===== config.mk =====
export PLATFORM = sky130hd
export DESIGN_NAME = wdt_ctrl_regs
export DESIGN_NICKNAME = d
export VERILOG_FILES = /design/src/rtl/wdt_ctrl_regs.sv
export SDC_FILE = /design/constraint.sdc
export NUM_CORES = 1
export LEC_CHECK = 0
export CORE_MARGIN = 5
export CORE_UTILIZATION = 55
export DETAILED_ROUTE_END_ITERATION = 8
export DONT_BUFFER_PORTS = 1
export HOLD_SLACK_MARGIN = 0.02
export MAX_ROUTING_LAYER = met4
export PLACE_DENSITY = 0.75
export SLEW_MARGIN = 20
export SYNTH_ARGS = -nofsm -noshare
export SYNTH_HDL_FRONTEND = slang
export SYNTH_SLANG_ARGS = --single-unit
export TNS_END_PERCENT = 5

===== constraint.sdc =====
create_clock -name clk -period 1.74 [get_ports clk]
set_input_delay 0.348 -clock clk [delete_from_list [all_inputs] [get_ports clk]]
set_output_delay 0.348 -clock clk [all_outputs]
set_load 0.005 [all_outputs]

===== src/rtl/wdt_ctrl_regs.sv =====
// -----------------------------------------------------------------------------
// wdt_ctrl_regs
//   Memory-mapped control front-end for the watchdog timer core. It decodes
//   single-outstanding req/rsp bus transactions into the timer controls WDEN,
//   WDLIVE and WTOCNT. It also captures the timer's WTO output into a sticky
//   status bit that drives a level interrupt.
//
//   Register map (byte offsets):
//     0x00 CTRL    RW  {bit1 irq_en, bit0 WDEN}
//     0x04 LIVE    WO  any write pulses WDLIVE for LIVE_PULSE cycles, reads 0
//     0x08 WTOCNT  RW  timeout threshold, write rejected while WDEN=1
//     0x0C STATUS  W1C bit0 sticky WTO
//     0x10 KEY     only with WDT_KEY_EN (see below), otherwise unmapped
//
//   Optional feature macro: WDT_KEY_EN
//     When defined, CTRL and WTOCNT writes need a prior write of 0x5A5A_5A5A
//     to KEY. The unlock covers exactly the next accepted write. A locked or
//     wrong-key write returns rsp_err. Reading KEY returns {31'b0, unlocked}.
//
// Ports
//   clk, rst               clock, synchronous active-high reset
//   req_valid/req_ready    request handshake (accept when both high)
//   req_write/addr/wdata   request direction, byte offset, write data
//   rsp_valid/rsp_ready    response handshake (consumed when both high)
//   rsp_rdata/rsp_err      read data (0 for writes), error flag
//   WDEN/WDLIVE/WTOCNT     controls to the timer core
//   WTO                    timeout indication from the timer core
//   wto_irq                level interrupt = sticky WTO & irq_en
// -----------------------------------------------------------------------------
module wdt_ctrl_regs #(
  parameter int          ADDR_W     = 8,
  parameter int          LIVE_PULSE = 4,
  parameter logic [31:0] WTOCNT_RST = 32'hFFFF_FFFF
) (
  input  logic              clk,
  input  logic              rst,
  input  logic              req_valid,
  output logic              req_ready,
  input  logic              req_write,
  input  logic [ADDR_W-1:0] req_addr,
  input  logic [31:0]       req_wdata,
  output logic              rsp_valid,
  input  logic              rsp_ready,
  output logic [31:0]       rsp_rdata,
  output logic              rsp_err,
  output logic              WDEN,
  output logic              WDLIVE,
  output logic [31:0]       WTOCNT,
  input  logic              WTO,
  output logic              wto_irq
);

  localparam int                LIVE_W     = $clog2(LIVE_PULSE + 1);
  localparam logic [LIVE_W-1:0] LIVE_LOAD  = LIVE_W'(LIVE_PULSE);
  localparam logic [ADDR_W-1:0] OFS_CTRL   = ADDR_W'(8'h00);
  localparam logic [ADDR_W-1:0] OFS_LIVE   = ADDR_W'(8'h04);
  localparam logic [ADDR_W-1:0] OFS_WTOCNT = ADDR_W'(8'h08);
  localparam logic [ADDR_W-1:0] OFS_STATUS = ADDR_W'(8'h0C);
`ifdef WDT_KEY_EN
  localparam logic [ADDR_W-1:0] OFS_KEY    = ADDR_W'(8'h10);
  localparam logic [31:0]       KEY_VALUE  = 32'h5A5A_5A5A;
`endif

  typedef enum logic {ST_IDLE, ST_RESP} state_t;

  state_t            state_q, state_d;
  logic [31:0]       rsp_rdata_q, rsp_rdata_d;
  logic              rsp_err_q, rsp_err_d;
  logic              wden_q, wden_d;
  logic              irq_en_q, irq_en_d;
  logic [31:0]       wtocnt_q, wtocnt_d;
  logic              sticky_q, sticky_d;
  logic [LIVE_W-1:0] live_cnt_q, live_cnt_d;
  logic              wr_unlocked;

`ifdef WDT_KEY_EN
  logic              unlocked_q, unlocked_d;
  assign wr_unlocked = unlocked_q;
`else
  assign wr_unlocked = 1'b1;
`endif

  // Next-state logic. Register side effects commit on the accept edge.
  // Read data is captured from the pre-write register values at that edge.
  // A WTO seen in the same cycle as a W1C clear wins, so the clear is
  // OR-ed with WTO instead of overriding it.
  always_comb begin
    state_d     = state_q;
    rsp_rdata_d = rsp_rdata_q;
    rsp_err_d   = rsp_err_q;
    wden_d      = wden_q;
    irq_en_d    = irq_en_q;
    wtocnt_d    = wtocnt_q;
    sticky_d    = sticky_q | WTO;
    live_cnt_d  = (live_cnt_q != '0) ? live_cnt_q - LIVE_W'(1) : '0;
`ifdef WDT_KEY_EN
    unlocked_d  = unlocked_q;
`endif

    case (state_q)
      ST_IDLE: begin
        if (req_valid) begin
          state_d     = ST_RESP;
          rsp_rdata_d = '0;
          rsp_err_d   = 1'b0;
          if (req_write) begin
`ifdef WDT_KEY_EN
            unlocked_d = 1'b0;
`endif
            case (req_addr)
              OFS_CTRL: begin
                if (wr_unlocked) begin
                  wden_d   = req_wdata[0];
                  irq_en_d = req_wdata[1];
                end else begin
                  rsp_err_d = 1'b1;
                end
              end
              OFS_LIVE:   live_cnt_d = LIVE_LOAD;
              OFS_WTOCNT: begin
                // Threshold is locked while the timer runs.
                if (wr_unlocked && !wden_q) wtocnt_d  = req_wdata;
                else                        rsp_err_d = 1'b1;
              end
              OFS_STATUS: sticky_d = (sticky_q & ~req_wdata[0]) | WTO;
`ifdef WDT_KEY_EN
              OFS_KEY: begin
                if (req_wdata == KEY_VALUE) unlocked_d = 1'b1;
                else                        rsp_err_d  = 1'b1;
              end
`endif
              default:    rsp_err_d = 1'b1;
            endcase
          end else begin
            case (req_addr)
              OFS_CTRL:   rsp_rdata_d = {30'd0, irq_en_q, wden_q};
              OFS_LIVE:   rsp_rdata_d = '0;
              OFS_WTOCNT: rsp_rdata_d = wtocnt_q;
              OFS_STATUS: rsp_rdata_d = {31'd0, sticky_q};
`ifdef WDT_KEY_EN
              OFS_KEY:    rsp_rdata_d = {31'd0, unlocked_q};
`endif
              default:    rsp_err_d   = 1'b1;
            endcase
          end
        end
      end
      ST_RESP: begin
        if (rsp_ready) state_d = ST_IDLE;
      end
      default: state_d = ST_IDLE;
    endcase
  end

  // State registers with synchronous reset. A reset during RESP drops the
  // pending response.
  always_ff @(posedge clk) begin
    if (rst) begin
      state_q     <= ST_IDLE;
      rsp_rdata_q <= '0;
      rsp_err_q   <= 1'b0;
      wden_q      <= 1'b0;
      irq_en_q    <= 1'b0;
      wtocnt_q    <= WTOCNT_RST;
      sticky_q    <= 1'b0;
      live_cnt_q  <= '0;
`ifdef WDT_KEY_EN
      unlocked_q  <= 1'b0;
`endif
    end else begin
      state_q     <= state_d;
      rsp_rdata_q <= rsp_rdata_d;
      rsp_err_q   <= rsp_err_d;
      wden_q      <= wden_d;
      irq_en_q    <= irq_en_d;
      wtocnt_q    <= wtocnt_d;
      sticky_q    <= sticky_d;
      live_cnt_q  <= live_cnt_d;
`ifdef WDT_KEY_EN
      unlocked_q  <= unlocked_d;
`endif
    end
  end

  assign req_ready = (state_q == ST_IDLE);
  assign rsp_valid = (state_q == ST_RESP);
  assign rsp_rdata = rsp_rdata_q;
  assign rsp_err   = rsp_err_q;
  assign WDEN      = wden_q;
  assign WDLIVE    = (live_cnt_q != '0);
  assign WTOCNT    = wtocnt_q;
  assign wto_irq   = sticky_q & irq_en_q;

endmodule


## Word-level counts from Yosys, hierarchy flattened

Index checks and enable logic that the tools add are counted.

| storage, ports and cells | value |
|---|---|
| register bits | 72 |
| latch bits | 0 |
| RAM bits | 0 |
| memory bits (read-only) | 0 |
| output and inout port bits | 70 |
| word-level logic and storage cells | 44 |
| memories kept | 0 |

| operators by class | value |
|---|---|
| add/sub/neg operators | 1 |
| $mul | 0 |
| div/mod/pow operators | 0 |
| magnitude comparators | 0 |
| equality and inequality tests | 3 |
| shift-type cells | 0 |
| multiplexer cells | 18 |
| bitwise operators | 7 |
| reduce and logical (&&, ||, !) cells | 7 |

Operators with widths:

| cell | count |
|---|---|
| 32-bit one-hot mux with 3 select lines | 1 |
| 32-bit two-way mux | 1 |
| 8-bit by 4-bit == test with 1-bit output (second input constant) | 2 |
| 3-bit two-way mux | 5 |
| 1-bit two-way mux | 9 |
| 8-bit by 3-bit == test with 1-bit output (second input constant) | 1 |
| 8-bit zero test | 1 |
| 5-bit AND reduction | 1 |
| 1-bit one-hot mux with 2 select lines | 2 |
| 4-bit AND reduction | 1 |
| 4-bit OR reduction | 1 |
| 1-bit NOT | 3 |
| 3-bit nonzero test | 1 |
| 3-bit OR reduction | 1 |
| 3-bit by 1-bit subtractor with 3-bit output (second input constant) | 1 |
| 1-bit bitwise AND | 2 |
| 1-bit bitwise OR | 2 |
| 2-bit AND reduction | 1 |

## Logic depth before layout (Yosys ltp)

Gate-level depths: netlist of run 1.

| logic depth | value |
|---|---|
| depth after elaboration | 7 |
| mapped depth | 5 |
| mapped depth without buffers | 4 |

## Least setup slack after synthesis of run 1

Ideal clock, no wire load.

| path | value |
|---|---|
| kind | input -> register |
| start | input port req_addr[4] |
| end | register wtocnt_q[0] (netlist: WTOCNT[0]) |
| setup time | 72 ps |
| arrival | 1812 ps |
| slack | -144 ps |
| stages | 5 |
| buffers on the path | 2 |
| path through | or4_4 -> buf_6 -> nor4_4 -> buf_6 -> mux2i_1 |

| between the ends | value |
|---|---|
| word-level cells in the longest chain between the ends | 2 |

Ends and longest elaborated chain:

| item | line | source |
|---|---|---|
| from (decl) | 40 | `input logic [ADDR_W-1:0] req_addr,` |
| 8-bit by 4-bit == test with 1-bit output | 110 | `case (req_addr)` |
| 5-bit AND reduction (no line) | - |  |
| to (signal assigned) | 176 | `wtocnt_q <= wtocnt_d;` |
| to (decl) | 71 | `logic [31:0] wtocnt_q, wtocnt_d;` |

No other way between the ends.
A chain may end at the register's enable or synchronous reset.

## Worst setup path after layout of run 1

| path | value |
|---|---|
| start | register state_q (netlist: rsp_valid) |
| end | register wtocnt_q[23] (netlist: WTOCNT[23]) |

| between the ends | value |
|---|---|
| word-level cells in the longest chain between the ends | 2 |

Ends and longest elaborated chain:

| item | line | source |
|---|---|---|
| from (decl) | 66 | `state_t state_q, state_d;` |
| from (signal assigned) | 171 | `state_q <= state_d;` |
| 1-bit NOT (no line) | - |  |
| 5-bit AND reduction (no line) | - |  |

No other way between the ends.

==> results of run 1 <==
-- layout make-up --
type	instances	area (µm²)	share of cell area
sequential	72	1440	0.464
multi-input combinational	171	1170	0.378
timing repair buffer	13	156	0.0503
clock buffer	11	151	0.0487
tap	67	83.8	0.0270
clock inverter	5	78.8	0.0254
inverter	5	18.8	0.00604
-- power breakdown --
group / switching, µW / internal, µW / total, µW
Sequential: 4.77 / 1650 / 1660
Clock: 591 / 883 / 1470
Combinational: 46.8 / 42.1 / 88.9
-- kinds of logic (layout without fill, tap and decap cells) --
family | after synthesis | count (layout) | synth area share
fa+ha+maj | 2 | 2 | 0.00916
flops | 72 | 72 | 0.527
compound gates | 36 | 36 | 0.114
buf+inv | 26 | 34 | 0.0490
mux | 36 | 36 | 0.132
simple gates | 97 | 97 | 0.169
-- placed cells by master, fill, tap and decap left out --
| cell type | instances |
|---|---|
| or3b_4 | 1 |
| mux2i_1 | 35 |
| or4_4 | 1 |
| clkbuf_16 | 1 |
| o21ai_0 | 1 |
| and2_1 | 1 |
| clkinv_2 | 2 |
| nor3_1 | 4 |
| ha_1 | 2 |
| buf_6 | 1 |
| nand3_1 | 1 |
| nor2_1 | 70 |
| nor4_4 | 1 |
| clkinv_4 | 1 |
| a211oi_1 | 2 |
| nand2_1 | 2 |
| or4b_2 | 1 |
| and4b_1 | 1 |
| o21ba_2 | 1 |
| nor3_2 | 1 |
| nor2b_1 | 1 |
| dfxtp_1 | 71 |
| bufinv_16 | 2 |
| nand4b_1 | 1 |
| dfxtp_2 | 1 |
| nor2_2 | 1 |
| nand2b_1 | 4 |
| nor4_1 | 3 |
| mux2i_2 | 1 |
| a22o_1 | 32 |
| clkbuf_8 | 11 |
| buf_4 | 8 |
| nand3b_1 | 1 |
| inv_1 | 5 |
| or4b_4 | 2 |
| buf_12 | 3 |
-- per-stage QoR --
stage          std cells  TNS (ns)  hold WS (ns)  utilization
2_1_floorplan        269     -3.73         0.424            -
3_3_place_gp         326    -0.451         0.430        0.592
3_5_place_dp         326     -1.64         0.435        0.592
4_1_cts              342   -0.0206        0.0643        0.641
5_1_grt              344     -2.35        0.0514        0.649
6_report             344   -0.0133        0.0754        0.649
-- state kept, by name (all words and copies together), names as in the netlist --
signal      flops
rsp_valid       1
rsp_rdata      32
rsp_err         1
live_cnt_q      3
irq_en_q        1
sticky_q        1
WDEN            1
WTOCNT         32
-- critical path, stage by stage, from the launching register on --
cell and delay [ns]:
dfxtp_2 0.32, or4b_4 0.52, nor4_4 0.29, buf_6 0.17
buf_12 0.16, mux2i_2 0.21
-- routing by layer --
layer | routed length [µm] | global-route usage | share of wire | vias to the layer above
li1 | - | - | - | 933
met1 | 2400 | 0.218 | 0.40 | 898
met2 | 2820 | 0.297 | 0.47 | 95
met3 | 698 | 0.101 | 0.12 | 15
met4 | 99 | 0.0845 | 0.016 | 0
met5 | 0 | - | 0 | -
-- worst min path at each step --
| stage | startpoint | to | slack, ns | depth (start not counted) |
|---|---|---|---|---|
| 6_report | rst | rsp_valid | 0.08 | 1 |
| 5_1_grt | rst | live_cnt_q[1] | 0.05 | 1 |
| 4_1_cts | rst | live_cnt_q[1] | 0.06 | 1 |
| 3_5_place_dp | rst | live_cnt_q[1] | 0.43 | 1 |
| 3_3_place_gp | rst | live_cnt_q[1] | 0.43 | 1 |
| 2_1_floorplan | live_cnt_q[0] | live_cnt_q[0] | 0.42 | 1 |
-- what timing repair did --
action	in CTS	in global routing
hold endpoints to repair	0	0
setup buffers	0	1
endpoints found under the setup margin	2	38
resized for setup	0	3
pin swaps	0	1
gates cloned	0	1
==> flow_metrics.env, run 1 <==
export IMPL_finalNetCount=320
export IMPL_dp_hpwl_mm=4.17
export IMPL_dieArea_um2=6480
export IMPL_dieHeight_um=80.5
export IMPL_fill_cells=385
export IMPL_clk_pin_slew_worst_paths_ns=0.07
export IMPL_r2r_start="rsp_valid"
export IMPL_synth_seq_cells=72
export IMPL_hold_buffers=0
export IMPL_grt_pass1_wl_mm=9.47
export IMPL_first_global_vias=1976
export IMPL_power_uw=3220
export IMPL_drv_cap=0
export IMPL_synth_area_leaders="dfxtp_1, mux2i_1, a22o_1"
export IMPL_placed_area_um2=2840
export IMPL_cp_arrival_ns=2.02
export IMPL_rsz0062_at_grt="true"
export IMPL_drive_gt1_frac=0.144
export IMPL_cts_max_path_buffers=2
export IMPL_grtUsageTotal=0.197
export IMPL_antenna_cells=0
export IMPL_crit_path_end_kind="register"
export IMPL_gp_congestion=0.724
export IMPL_cp_max_fo=13
export IMPL_antenna_found_initial=0
export IMPL_setup_viol=2
export IMPL_slew_violations=0
export IMPL_synth_most_common_cell="dfxtp_1"
export IMPL_synth_top_area_share=0.527
export IMPL_wl_mm=6.02
export IMPL_violations="setup timing"
export IMPL_async_flop_share=0
export IMPL_r2r_end="WTOCNT[23]"
export IMPL_status="finished, violations left"
export IMPL_grt_overflow=0
export IMPL_portBuffers=0
export IMPL_synthFlopType="dfxtp_1"
export IMPL_drt_pass1_iter_count=5
export IMPL_tightest_slew_ns=0.735
export IMPL_hold_class="in -> reg"
export IMPL_netlist_top_cells_count="dfxtp_1, nor2_1, mux2i_1"
export IMPL_yosys_warnings=0
export IMPL_skew_ns=0.00682
export IMPL_p_per_area_nw_per_um2=1040
export IMPL_grt_max_degree=78
export IMPL_syn_nets=317
export IMPL_place_ws_ns=-0.0946
export IMPL_cp_endpoint="WTOCNT[23]"
export IMPL_initial_core_util=0.571
export IMPL_final_setup_worst_slack_ns=-0.0121
export IMPL_final_cell_area_um2=3110
export IMPL_hold_violations=0
export IMPL_worstPathRequired_ns=2.01
export IMPL_syn_cell_area_um2=2730
export IMPL_clock_fmax_mhz=571
export IMPL_worstRegToRegCells=5
export IMPL_worst_setup_path_type="reg -> reg"
export IMPL_fin_crit_ns=1.75
export IMPL_netlist_instances=269
export IMPL_drc_errors=0
export IMPL_syn_avg_cell_area_um2=10.2
export IMPL_ys_seq_area_frac=0.527
export IMPL_num_vias=1941
export IMPL_cts_buffers=9
export IMPL_cts_sinks=72
export IMPL_vias_per_cell=5.64
export IMPL_startpoint="rsp_valid"
export IMPL_antenna_left=0
export IMPL_rrSetupSlack_ns=-0.01
export IMPL_syn_to_final_growth_pct=13.7
export IMPL_ir_drop_uv=577
export IMPL_rows=25
export IMPL_max_slew_margin_rel=0.509
export IMPL_post_route_period_util=1.01
export IMPL_core_area_um2=4790
export IMPL_synth_edf_count=0
export IMPL_leakage_uw=0.00116
export IMPL_cts_root_buf="clkbuf_8"
export IMPL_ys_types=28
export IMPL_die_x_um=80.5
export IMPL_h_tree_depth=3
export IMPL_drt_wirelength_per_cell_um=17.5
export IMPL_drt_initial_drc_count=65
export IMPL_io_pins=116
export IMPL_worst_skew_pair_late_latency_ns=0.34
export IMPL_critPathLaunchType="register"
export IMPL_cts_tree="yes"
export IMPL_yosys_area_top_type="dfxtp_1"
No activity file was read; power rests on OpenSTA's default activity.
==> run 2, diff against run 1 <==
--- a/config.mk
+++ b/config.mk
@@ -6,12 +6,12 @@
 export NUM_CORES = 1
 export LEC_CHECK = 0
 export CORE_MARGIN = 5
-export CORE_UTILIZATION = 55
+export CORE_UTILIZATION = 35
 export DETAILED_ROUTE_END_ITERATION = 8
 export DONT_BUFFER_PORTS = 1
 export HOLD_SLACK_MARGIN = 0.02
 export MAX_ROUTING_LAYER = met4
-export PLACE_DENSITY = 0.75
+export PLACE_DENSITY = 0.51
 export SLEW_MARGIN = 20
 export SYNTH_ARGS = -nofsm -noshare
 export SYNTH_HDL_FRONTEND = slang
==> constraint.sdc (replaced) <==
create_clock -name clk -period 2.1 [get_ports clk]
set_input_delay 0.42 -clock clk [delete_from_list [all_inputs] [get_ports clk]]
set_output_delay 0.42 -clock clk [all_outputs]
set_load 0.005 [all_outputs]
==> run 2 against run 1 <==
The run now ends clean. Highest routed layer unchanged. Critical path depth down 1. Via count fell by 2.8%. Clock-buffer cell count is 2 lower. Largest cell class unchanged. Critical path type unchanged. Final cell count grew 8.1%. Maximum frequency fell by 4.1%.
==> flow_metrics.env, run 2 (synthesized netlist as in run 1, its figures left out) <==
export IMPL_place_ws_ns=0.173
export IMPL_rsz0062_at_grt="false"
export IMPL_status="completed"
export IMPL_ir_drop_uv=276
export IMPL_portBuffers=0
export IMPL_drive_gt1_frac=0.111
export IMPL_drv_cap=0
export IMPL_setup_viol=0
export IMPL_startpoint="rsp_valid"
export IMPL_p_seq_frac=0.547
export IMPL_final_util=0.393
export IMPL_clock_fmax_mhz=547
export IMPL_tightest_slew_ns=0.670
export IMPL_slew_violations=0
export IMPL_cts_setup_buffers=0
export IMPL_cts_root_buf="clkbuf_8"
export IMPL_worstPathRequired_ns=2.36
export IMPL_initial_core_util=0.357
export IMPL_final_setup_worst_slack_ns=0.272
export IMPL_p_sw_uw=571
export IMPL_rows=32
export IMPL_p_per_area_nw_per_um2=836
export IMPL_io_pins=116
export IMPL_max_slew_margin_rel=0.553
export IMPL_finalNetCount=313
export IMPL_num_vias=1887
export IMPL_syn_to_final_growth_pct=10.0
export IMPL_power_frac_comb=0.024
export IMPL_cts_sinks=72
export IMPL_hold_buffers=0
export IMPL_hold_violations=0
export IMPL_wl_mm=6.32
export IMPL_leakage_uw=0.00109
export IMPL_final_cells=372
export IMPL_vias_per_cell=5.07
export IMPL_post_route_period_util=0.870
export IMPL_cp_endpoint="WTOCNT[25]"
export IMPL_antenna_left=0
export IMPL_grt_overflow=0
export IMPL_layout_common_cells="dfxtp_1, nor2_1, mux2i_1"
export IMPL_place_inst=356
export IMPL_fin_crit_ns=1.83
export IMPL_skew_ns=0.0105
export IMPL_dieArea_um2=9670
export IMPL_grtUsageTotal=0.133
export IMPL_cp_max_fo=23
export IMPL_r2r_start="rsp_valid"
export IMPL_dp_hpwl_mm=4.37
export IMPL_drt_wirelength_per_cell_um=17.0
export IMPL_crit_path_end_kind="register"
export IMPL_drc_errors=0
export IMPL_first_global_vias=1815
export IMPL_gp_congestion=0.719
export IMPL_cts_tree="yes"
export IMPL_hold_class="in -> reg"
export IMPL_critPathLaunchType="register"
export IMPL_drt_pass1_iter_count=4
export IMPL_cts_buffers=9
export IMPL_cts_resized_gates=0
export IMPL_mostFrequentLayoutCell="dfxtp_1"
export IMPL_drt_initial_drc_count=80
export IMPL_p_int_uw=1940
export IMPL_die_x_um=98.4
export IMPL_antenna_found_initial=0
export IMPL_rrSetupSlack_ns=0.27
export IMPL_p_clk_frac=0.429
export IMPL_grt_pass1_wl_mm=9.84
export IMPL_r2r_end="WTOCNT[25]"
export IMPL_cts_max_path_buffers=2
export IMPL_core_area_um2=7650
export IMPL_clk_pin_slew_worst_paths_ns=0.07
export IMPL_worst_setup_path_type="reg -> reg"
export IMPL_h_tree_depth=3
export IMPL_grt_max_degree=78
export IMPL_worst_skew_pair_late_latency_ns=0.35
export IMPL_antenna_cells=0
export IMPL_tns_ns=0
export IMPL_dieHeight_um=98.4
export IMPL_worstRegToRegCells=4
export IMPL_cp_arrival_ns=2.09
export IMPL_p_sw_frac=0.227
==> run 2: worst min-delay path by stage <==
stage | startpoint | cells after the start | to
floorplan | live_cnt_q[0] | 1 | live_cnt_q[0]
detailed placement | live_cnt_q[0] | 1 | live_cnt_q[0]
finish | rst | 1 | rsp_valid
global placement | live_cnt_q[0] | 1 | live_cnt_q[0]
CTS | rst | 1 | rsp_valid
global route | rst | 1 | live_cnt_q[1]
==> run 2: stage by stage <==
stage | hold slack [ns] | power, µW | area [µm²]
final | 0.152 | 2510 | 3010
after global routing | 0.122 | 2660 | 3010
after CTS | 0.132 | 2560 | 3010
after detailed placement | 0.450 | 1470 | 2810
after global placement | 0.434 | 1470 | 2810
after floorplan | 0.424 | 1480 | 2730
==> run 2: worst max-delay path, stage by stage (launching register included) <==
cell and delay (ns):
dfxtp_1 0.36, or4b_1 0.58, nor4_4 0.32, buf_12 0.25
mux2i_1 0.22
==> run 2: cell type report <==
cell class,instances,area (µm²)
clock buffer,9,124
sequential,72,1440
timing repair buffer,6,57.6
inverter,5,18.8
clock inverter,7,72.6
multi-input combinational,171,1160
fill,770,4640
tap,102,128
==> run 2: metal layers <==
metal / GRT usage / vias to the layer above / share of wire
met5: - / - / 0
met4: 0.0567 / 0 / 0.015
met3: 0.0657 / 10 / 0.10
met2: 0.177 / 86 / 0.43
met1: 0.169 / 870 / 0.45
li1: - / 921 / -
==> run 2: power by group through the flow <==
stage          Sequential, µW  Clock, µW  Combinational (µW)
2_1_floorplan            1410          0                72.0
3_3_place_gp             1410          0                61.4
3_5_place_dp             1410          0                62.9
4_1_cts                  1370       1120                63.1
5_1_grt                  1380       1210                69.3
6_report                 1370       1080                61.5
